--- src/rtl/sync_fifo_param.sv ---
// Single-clock parameterised FIFO with occupancy/threshold flags and sticky error flags.
// Define SYNC_FIFO_FWFT_EN for first-word-fall-through read data; default is registered read data.
module sync_fifo_param #(
  parameter int DATA_WIDTH = 8,
  parameter int ADDR_WIDTH = 4,
  parameter int AF_LEVEL   = 12,
  parameter int AE_LEVEL   = 4
) (
  input  logic                  clk,
  input  logic                  rst,
  input  logic                  winc,
  input  logic [DATA_WIDTH-1:0] wdata,
  input  logic                  rinc,
  input  logic                  clr_err,
  output logic [DATA_WIDTH-1:0] rdata,
  output logic                  wfull,
  output logic                  rempty,
  output logic                  half_full,
  output logic                  half_empty,
  output logic                  almost_full,
  output logic                  almost_empty,
  output logic [ADDR_WIDTH:0]   count,
  output logic                  overflow,
  output logic                  underflow
);

  localparam int DEPTH = 1 << ADDR_WIDTH;
  localparam int PW    = ADDR_WIDTH + 1;

  localparam logic [PW-1:0] DEPTH_C = PW'(DEPTH);
  localparam logic [PW-1:0] HALF_C  = PW'(DEPTH / 2);
  localparam logic [PW-1:0] AF_C    = PW'(AF_LEVEL);
  localparam logic [PW-1:0] AE_C    = PW'(AE_LEVEL);

  logic [DATA_WIDTH-1:0] mem_q [DEPTH];

  logic [PW-1:0] wptr_q, wptr_d;
  logic [PW-1:0] rptr_q, rptr_d;
  logic [PW-1:0] count_q, count_d;
  logic          overflow_q, overflow_d;
  logic          underflow_q, underflow_d;

  logic                  full_s, empty_s;
  logic                  wr_acc, rd_acc;
  logic [ADDR_WIDTH-1:0] waddr, raddr;

  // All status is decoded from the registered count, so no input reaches a flag combinationally.
  assign full_s  = (count_q == DEPTH_C);
  assign empty_s = (count_q == '0);

  assign waddr = wptr_q[ADDR_WIDTH-1:0];
  assign raddr = rptr_q[ADDR_WIDTH-1:0];

  always_comb begin
    wr_acc      = winc & ~full_s;
    rd_acc      = rinc & ~empty_s;
    wptr_d      = wptr_q;
    rptr_d      = rptr_q;
    count_d     = count_q;
    overflow_d  = overflow_q;
    underflow_d = underflow_q;

    if (wr_acc) wptr_d = wptr_q + PW'(1);
    if (rd_acc) rptr_d = rptr_q + PW'(1);

    case ({wr_acc, rd_acc})
      2'b10:   count_d = count_q + PW'(1);
      2'b01:   count_d = count_q - PW'(1);
      default: count_d = count_q;
    endcase

    // Setting wins over clearing on the same edge.
    if (clr_err)          overflow_d  = 1'b0;
    if (winc && full_s)   overflow_d  = 1'b1;
    if (clr_err)          underflow_d = 1'b0;
    if (rinc && empty_s)  underflow_d = 1'b1;
  end

  always_ff @(posedge clk or negedge rst) begin
    if (!rst) begin
      wptr_q      <= '0;
      rptr_q      <= '0;
      count_q     <= '0;
      overflow_q  <= 1'b0;
      underflow_q <= 1'b0;
    end else begin
      wptr_q      <= wptr_d;
      rptr_q      <= rptr_d;
      count_q     <= count_d;
      overflow_q  <= overflow_d;
      underflow_q <= underflow_d;
    end
  end

  // Storage is not reset; pointers reset to empty so old words can never be reached.
  always_ff @(posedge clk) begin
    if (wr_acc) mem_q[waddr] <= wdata;
  end

`ifdef SYNC_FIFO_FWFT_EN
  // Head word is visible whenever data is present; masked while empty to hide stale storage.
  assign rdata = empty_s ? '0 : mem_q[raddr];
`else
  logic [DATA_WIDTH-1:0] rdata_q, rdata_d;

  always_comb begin
    rdata_d = rdata_q;
    if (rd_acc) rdata_d = mem_q[raddr];
  end

  always_ff @(posedge clk or negedge rst) begin
    if (!rst) rdata_q <= '0;
    else      rdata_q <= rdata_d;
  end

  assign rdata = rdata_q;
`endif

  assign wfull        = full_s;
  assign rempty       = empty_s;
  assign half_full    = (count_q >= HALF_C);
  assign half_empty   = (count_q <= HALF_C);
  assign almost_full  = (count_q >= AF_C);
  assign almost_empty = (count_q <= AE_C);
  assign count        = count_q;
  assign overflow     = overflow_q;
  assign underflow    = underflow_q;

endmodule

--- config.mk ---
export PLATFORM = sky130hd
export DESIGN_NAME = sync_fifo_param
export DESIGN_NICKNAME = d
export VERILOG_FILES = /design/src/rtl/sync_fifo_param.sv
export SDC_FILE = /design/constraint.sdc
export NUM_CORES = 1
export LEC_CHECK = 0
export CORE_MARGIN = 2
export CORE_UTILIZATION = 40
export CTS_CLUSTER_SIZE = 12
export DETAILED_ROUTE_END_ITERATION = 10
export SKIP_CTS_REPAIR_TIMING = 1
export SLEW_MARGIN = 5
export SYNTH_ARGS = -nofsm -noshare
export SYNTH_HDL_FRONTEND = slang
export SYNTH_SLANG_ARGS = --single-unit
--- constraint.sdc ---
create_clock -name clk -period 3.2 [get_ports clk]
set_input_delay 0.64 -clock clk [delete_from_list [all_inputs] [get_ports clk]]
set_output_delay 0.64 -clock clk [all_outputs]
set_load 0.005 [all_outputs]
==> flow_summary.toml, run 1 <==
[outcome]
status = "complete, no violations"

[sta]
relSlewSlack = 0.564
tightestPinTransition_ps = 653
setup_viol = 0
timing.final.crit_share = 0.870
timing.fmax_mhz = 359
rsz0062_at_grt = "no"
hold_violations = 0
period_minus_slack_ps = 2780
skew_ps = 11.2
slew_violations = 0
setup_tns_ps = 0

[critical_path]
cp_max_fo = 9
crit_path_start = "count[1]$_DFFE_PN0P_"
cp-end-kind = "output pin"
crit_required_ps = 2560
worstSetupPathType = "reg2out"
rr_startpoint = "count[1]$_DFFE_PN0P_"
r2r_slack_ps = 600
cp.arrival_ps = 2140
start_kind = "flip-flop"

[global_routing]
grt_max_degree = 35
antenna_found_initial = 0
grt_usage = 0.157
first_global_vias = 3217
overflow = 0
grt_first_pass_wirelength_um = 18300

[synth]
synth_cells = 327
synth_top_cell_by_area = "edfxtp_1"
synth_nets = 349
ys_ff_latch = 151
syn_avg_cell_area_um2 = 18.8
synth.area.top_cells = "edfxtp_1, mux4_2, dfrtp_1, ha_1, mux2_2"
yosys.area.top_type_share = 0.626
netlist_area_um2 = 6140
yosysWarnings = 0
ys_types = 38
synth_seq_area_share = 0.720

[floorplan]
die_area_um2 = 16300
die_h_um = 128
die_width_um = 128
ioPinCount = 34
start_util = 0.407
coreArea_um2 = 15100
num_rows = 45

[clock_network]
cts_buffer_depth = 2
cts.clk_slew.worst_paths_ps = 60
cts_max_level = 4
cts_buffers = 17
root_buffer = "clkbuf_16"
cts_tree = "done"
worstSkewPairLatency_ps = 420
clock-sinks = 151

[detailed_routing]
wl_per_cell_um = 20.5
vias_per_cell = 5.40
routed_wl_um = 11900
vias = 3135
drc = 0
drt_first_iter_violations = 202
firstDrtPassIters = 6
postRouteAntennaNets = 0

[place]
hpwlAfterDp_um = 7400
routabilityCongestion = 0.752
io_buffers = 33
post-place-cells = 549

[layout]
fin_cells = 581
layout-drive-gt1-share = 0.249
antennaDiodeCount = 0
fillCellCount = 1258
layout_commonest_cell = "edfxtp_1"
nets = 402
syn_to_final_growth_pct = 19.5
mostFrequentLayoutCells = "edfxtp_1, clkdlybuf4s50_1, mux4_2"

[power]
power.density_nw_per_um2 = 893
leakage_nw = 2.52
vdd_drop_max_mv = 0.538
finalPower_mw = 6.55

[flow_run]
drv_cap = 0

[worst_hold_path]
min-delay-start = "underflow$_DFFE_PN0P_"
worst_hold_path_type = "reg2reg"
-- cell usage after synthesis --
cell type,number
buf_1,4
mux2_2,10
and2_1,1
a32oi_1,1
edfxtp_1,128
xor2_1,4
o31ai_1,1
a311oi_1,1
a22o_1,2
o22ai_1,16
o21ai_0,4
o211a_1,1
o21a_1,2
nor3_1,5
nand2_4,1
inv_1,6
buf_2,6
nor2_1,17
a21oi_1,12
nand2b_1,4
xnor2_1,7
or3_4,1
or2_2,2
a31oi_1,1
clkbuf_1,4
nand2_1,8
nand4_2,1
mux4_2,29
buf_6,7
and3b_1,1
mux4_1,3
dfrtp_1,23
nor2b_1,1
ha_1,9
buf_4,1
o31a_1,1
o211ai_2,1
nand4_1,1
-- worst max-delay path, cell delays in order (launching register included) --
cell and delay (ps):
dfrtp_1 480, or3_4 470, nor3_1 220, clkdlybuf4s50_1 550
-- metrics by stage --
| stage | utilization | hold WS [ps] | cell area, um2 | worst slack, ps |
|---|---|---|---|---|
| floorplan | - | 344 | 6140 | 312 |
| global placement | 0.446 | 511 | 6730 | 504 |
| detailed placement | 0.446 | 506 | 6730 | 438 |
| CTS | 0.486 | 522 | 7330 | 389 |
| global route | 0.486 | 533 | 7330 | 299 |
| finish | 0.486 | 517 | 7330 | 417 |
-- flip-flops by register name (all words and copies together) (netlist names) --
name,flops
overflow,1
mem_q,128
rdata,8
rptr_q,4
wptr_q,4
count,5
underflow,1
-- metal layers --
| layer | routed length, um | vias up | GRT usage |
|---|---|---|---|
| met5 | 0 | - | 0 |
| met4 | 279 | 0 | 0.0653 |
| met3 | 499 | 16 | 0.0430 |
| met2 | 6130 | 89 | 0.263 |
| met1 | 5010 | 1626 | 0.194 |
| li1 | - | 1404 | - |
-- path summary, 6_finish.rpt --
check	endpoint	cells after the start
worst max-delay path	wfull	3
worst min-delay path	underflow$_DFFE_PN0P_	1
worst max register to register	count[4]$_DFFE_PN0P_	10
worst min register to register	underflow$_DFFE_PN0P_	1
max in group asynchronous	rptr_q[2]$_DFFE_PN0P_	2
min in group asynchronous	count[3]$_DFFE_PN0P_	2
-- power by group --
| group | switching (mW) | total, mW | internal, mW |
|---|---|---|---|
| registers | 0.274 | 2.72 | 2.44 |
| logic | 0.853 | 1.83 | 0.980 |
| clock network | 0.754 | 2.00 | 1.24 |
-- layout make-up --
| type | count | area (um2) | area share |
|---|---|---|---|
| Tap cell | 188 | 235 | 0.0321 |
| Sequential cell | 151 | 4420 | 0.603 |
| Timing Repair Buffer | 56 | 503 | 0.0686 |
| Inverter | 6 | 22.5 | 0.00307 |
| Multi-Input combinational cell | 148 | 1550 | 0.211 |
| Clock buffer | 24 | 492 | 0.0671 |
| Clock inverter | 8 | 113 | 0.0154 |
-- kinds of logic (layout without fill, tap and decap cells) --
group | after synthesis | in the layout | synth area share
xor gates and xnor gates | 11 | 11 | 0.0157
buffers and inverters | 28 | 94 | 0.0275
DFF | 151 | 151 | 0.720
muxes | 42 | 42 | 0.138
AOI/OAI and AO/OA | 43 | 43 | 0.0449
and+or+nand+nor | 43 | 43 | 0.0357
adders and majority gates | 9 | 9 | 0.0184
Power figures use the tool's default switching activity.
==> inputs of run 2 (changes only) <==
--- a/config.mk
+++ b/config.mk
@@ -9,6 +9,8 @@
 export CORE_UTILIZATION = 40
 export CTS_CLUSTER_SIZE = 12
 export DETAILED_ROUTE_END_ITERATION = 10
+export GPL_ROUTABILITY_DRIVEN = 1
+export GPL_TIMING_DRIVEN = 0
 export SKIP_CTS_REPAIR_TIMING = 1
 export SLEW_MARGIN = 5
 export SYNTH_ARGS = -nofsm -noshare
==> flow_summary.toml, run 2 (synthesized netlist as in run 1, its figures left out) <==
[outcome]
status = "complete, no violations"

[layout]
nets = 402
antennaDiodeCount = 0
layout_commonest_cell = "edfxtp_1"
postLayoutCellArea_um2 = 7320
largest_reg_flops = 128
syn_to_final_growth_pct = 19.3
regMostFlops = "mem_q"
fin_cells = 581
mostFrequentLayoutCells = "edfxtp_1, clkdlybuf4s50_1, mux4_2"
layout-drive-gt1-share = 0.232
fillCellCount = 1253

[detailed_routing]
dr_wl_met2_um = 6180
drc = 0
routed_wl_um = 12400
wl_met3_um = 702
drt_first_iter_violations = 252
postRouteAntennaNets = 0
top_layer = "met4"
firstDrtPassIters = 5
vias_per_cell = 5.38
vias = 3128
wl_per_cell_um = 21.4
wl_met1_um = 5460

[place]
postPlaceCellArea_um2 = 6720
hpwlAfterDp_um = 7920
io_buffers = 33
routabilityCongestion = 0.783
post-place-cells = 549

[floorplan]
ioPinCount = 34
die_h_um = 128
die_area_um2 = 16300
coreArea_um2 = 15100
start_util = 0.407
num_rows = 45
die_width_um = 128

[critical_path]
path_cells = "buf_6 > or3_4 > buf_6 > o21a_1 > buf_4 > ha_1 > clkbuf_2 > xor2_1 > ha_1 > o211a_1 > o31ai_1 > a31oi_1 > xnor2_1"
cp_max_fo = 11
cp_slowest_cell = "dfrtp_1"
cp.arrival_ps = 3290
worstSetupPathType = "reg2reg"
start_kind = "flip-flop"
slowest_delay_ps = 380
crit_required_ps = 3500
cp-end-kind = "flip-flop"
reg2reg_depth = 13

[sta]
slew_violations = 0
rsz0062_at_grt = "no"
setup_tns_ps = 0
hold_violations = 0
timing.fmax_mhz = 334
relSlewSlack = 0.218
skew_ps = 10.8
tightestPinTransition_ps = 1170
timing.final.crit_share = 0.935
setup_viol = 0
period_minus_slack_ps = 2990

[clock_network]
cts_max_level = 4
cts_buffer_depth = 2
cts.clk_slew.worst_paths_ps = 60
clock-sinks = 151
cts_buffers = 17
cts_tree = "done"
worstSkewPairLatency_ps = 420
root_buffer = "clkbuf_16"

[power]
vdd_drop_max_mv = 0.551
leakage_nw = 2.48
power.density_nw_per_um2 = 908

[global_routing]
antenna_found_initial = 0
grt_usage = 0.164
first_global_vias = 3327
grt_max_degree = 24
grt_first_pass_wirelength_um = 19100
overflow = 0

[worst_hold_path]
worst_hold_path_type = "reg2reg"
min_path_cells = 1

[flow_run]
drv_cap = 0
==> run 2: where the power goes <==
| part | leakage [nW] | switching [mW] | total, mW | internal (mW) |
|---|---|---|---|---|
| sequential | 1.42 | 0.152 | 2.60 | 2.45 |
| clock | 0.282 | 0.759 | 1.98 | 1.22 |
| combinational | 0.775 | 1.04 | 2.07 | 1.03 |
| total | 2.48 | 1.95 | 6.64 | 4.70 |
==> run 2: stage by stage <==
step	hold slack (ps)	setup slack (ps)	power, mW	utilization
global route	557	37.5	6.98	0.485
CTS	520	53.0	6.71	0.484
finish	513	208	6.64	0.485
floorplan	344	312	3.98	-
global placement	502	-55.1	4.66	0.444
detailed placement	507	-138	4.73	0.446
==> run 2: worst paths after layout <==
| path | start | slack (ps) | endpoint |
|---|---|---|---|
| max | count[1]$_DFFE_PN0P_ | 210 | count[4]$_DFFE_PN0P_ |
| min | overflow$_DFFE_PN0P_ | 510 | overflow$_DFFE_PN0P_ |
| max reg2reg | count[1]$_DFFE_PN0P_ | 210 | count[4]$_DFFE_PN0P_ |
| min reg2reg | overflow$_DFFE_PN0P_ | 510 | overflow$_DFFE_PN0P_ |
| max in group asynchronous | rst | 1650 | rdata[1]$_DFFE_PN0P_ |
| min in group asynchronous | rst | 850 | count[3]$_DFFE_PN0P_ |
==> run 2: critical path: cells and delay by family (launching register included) <==
family,cells,cell delay [ps]
buf+inv,4,660
xor+xnor,2,300
compound gates,4,730
fa+ha+maj,2,430
simple gates,1,380
flops,1,380
==> run 2: layout make-up <==
| type | instances | area (um2) | share of cell area |
|---|---|---|---|
| flip-flops and latches | 151 | 4420 | 0.604 |
| multi-input cells | 148 | 1570 | 0.214 |
| clock buffers | 18 | 429 | 0.0586 |
| repair buffers | 34 | 338 | 0.0462 |
| well taps | 188 | 235 | 0.0321 |
| clock inverters | 14 | 156 | 0.0214 |
| plain buffers | 22 | 150 | 0.0205 |
| inverters | 6 | 22.5 | 0.00308 |
==> run 2: metal layers <==
metal | global-route usage | up-vias
li1 | - | 1412
met1 | 0.214 | 1617
met2 | 0.266 | 91
met3 | 0.0480 | 8
met4 | 0.0530 | 0
met5 | 0 | -
==> inputs of run 3 (changes only) <==
--- a/config.mk
+++ b/config.mk
@@ -7,10 +7,10 @@
 export LEC_CHECK = 0
 export CORE_MARGIN = 2
 export CORE_UTILIZATION = 40
-export CTS_CLUSTER_SIZE = 12
 export DETAILED_ROUTE_END_ITERATION = 10
 export GPL_ROUTABILITY_DRIVEN = 1
 export GPL_TIMING_DRIVEN = 0
+export SETUP_SLACK_MARGIN = 0.05
 export SKIP_CTS_REPAIR_TIMING = 1
 export SLEW_MARGIN = 5
 export SYNTH_ARGS = -nofsm -noshare
==> flow_summary.toml, run 3 (synthesized netlist as in run 1, its figures left out) <==
[place]
io_buffers = 33
dpl_worst_slack_ps = -138
routabilityCongestion = 0.783
hpwlAfterDp_um = 7920
post-place-cells = 549
postPlaceCellArea_um2 = 6720

[detailed_routing]
wl_met1_um = 5360
vias_per_cell = 5.41
postRouteAntennaNets = 0
dr_wl_met2_um = 6090
firstDrtPassIters = 4
routed_wl_um = 12400
wl_per_cell_um = 21.4
vias = 3142
wl_met3_um = 794
drc = 0
top_layer = "met4"
drt_first_iter_violations = 243

[clock_network]
cts_max_level = 4
worstSkewPairLatency_ps = 420
cts.clk_slew.worst_paths_ps = 60
clock-sinks = 151
cts_tree = "done"
cts_buffers = 17
root_buffer = "clkbuf_16"
cts_buffer_depth = 2

[layout]
regMostFlops = "mem_q"
largest_reg_flops = 128
mostFrequentLayoutCells = "edfxtp_1, clkdlybuf4s50_1, mux4_2"
finish.utilization = 0.485
syn_to_final_growth_pct = 19.3
fin_cells = 581
layout_commonest_cell = "edfxtp_1"
nets = 402
area.sequential_um2 = 4420
fillCellCount = 1253
layout-drive-gt1-share = 0.232
postLayoutCellArea_um2 = 7320
antennaDiodeCount = 0
multiInputGateArea_um2 = 1570

[sta]
hold_violations = 0
rsz0062_at_grt = "no"
slew_violations = 0
setup_viol = 0
fin_ws_ps = 232
relSlewSlack = 0.222
skew_ps = 9.08
timing.fmax_mhz = 337
tightestPinTransition_ps = 1160
setup_tns_ps = 0
fin_hold_ws_ps = 513
timing.final.crit_share = 0.928
period_minus_slack_ps = 2970

[power]
vdd_drop_max_mv = 0.555
finalPower_mw = 6.64
power.density_nw_per_um2 = 908
leakage_nw = 2.48

[critical_path]
cp-end-kind = "flip-flop"
crit_path_start = "count[1]$_DFFE_PN0P_"
worstSetupPathType = "reg2reg"
rr_startpoint = "count[1]$_DFFE_PN0P_"
start_kind = "flip-flop"
cp_max_fo = 11
crit_required_ps = 3500
cp.arrival_ps = 3270

[global_routing]
grt_max_degree = 24
grt_usage = 0.164
grt_first_pass_wirelength_um = 19100
first_global_vias = 3327
antenna_found_initial = 0
overflow = 0

[worst_hold_path]
min-delay-start = "overflow$_DFFE_PN0P_"
worst_hold_path_type = "reg2reg"

[floorplan]
die_area_um2 = 16300
coreArea_um2 = 15100
num_rows = 45
ioPinCount = 34
die_h_um = 128
die_width_um = 128
start_util = 0.407

[outcome]
status = "complete, no violations"

[flow_run]
drv_cap = 0
run 3: changes by cell type in the layout (fill, tap and decap cells not counted):
cell	before	now
buf_2	5	6
clkbuf_2	1	0
run 3: area by class of cell:
class	count	share of cell area
inverters	6	0.00308
repair buffers	34	0.0462
well taps	188	0.0321
multi-input cells	148	0.214
plain buffers	22	0.0205
flip-flops and latches	151	0.604
clock inverters	14	0.0214
clock buffers	18	0.0586
run 3: where the power goes:
part / switching [mW] / internal [mW]
clock network: 0.759 / 1.22
logic: 1.03 / 1.03
registers: 0.151 / 2.45
total: 1.95 / 4.70
run 3: per-layer routing:
metal / up-vias / track usage
met5: - / 0
met4: 0 / 0.0530
met3: 16 / 0.0480
met2: 92 / 0.266
met1: 1622 / 0.214
li1: 1412 / -
run 3: path summary, 6_finish.rpt:
kind | endpoint | slack, ps | cells past startpoint
worst max-delay path | count[4]$_DFFE_PN0P_ | 230 | 13
worst min-delay path | overflow$_DFFE_PN0P_ | 510 | 1
worst max register to register | count[4]$_DFFE_PN0P_ | 230 | 13
worst min register to register | overflow$_DFFE_PN0P_ | 510 | 1
max in group asynchronous | rdata[1]$_DFFE_PN0P_ | 1660 | 1
min in group asynchronous | count[3]$_DFFE_PN0P_ | 840 | 1
run 3: worst max-delay path: stages (launching register included):
cell     delay (ps)
dfrtp_1         380
buf_6           140
or3_4           380
buf_6           140
o21a_1          220
buf_4           200
ha_1            210
buf_2           170
xor2_1          150
ha_1            220
o211a_1         230
o31ai_1         190
a31oi_1          90
xnor2_1         140
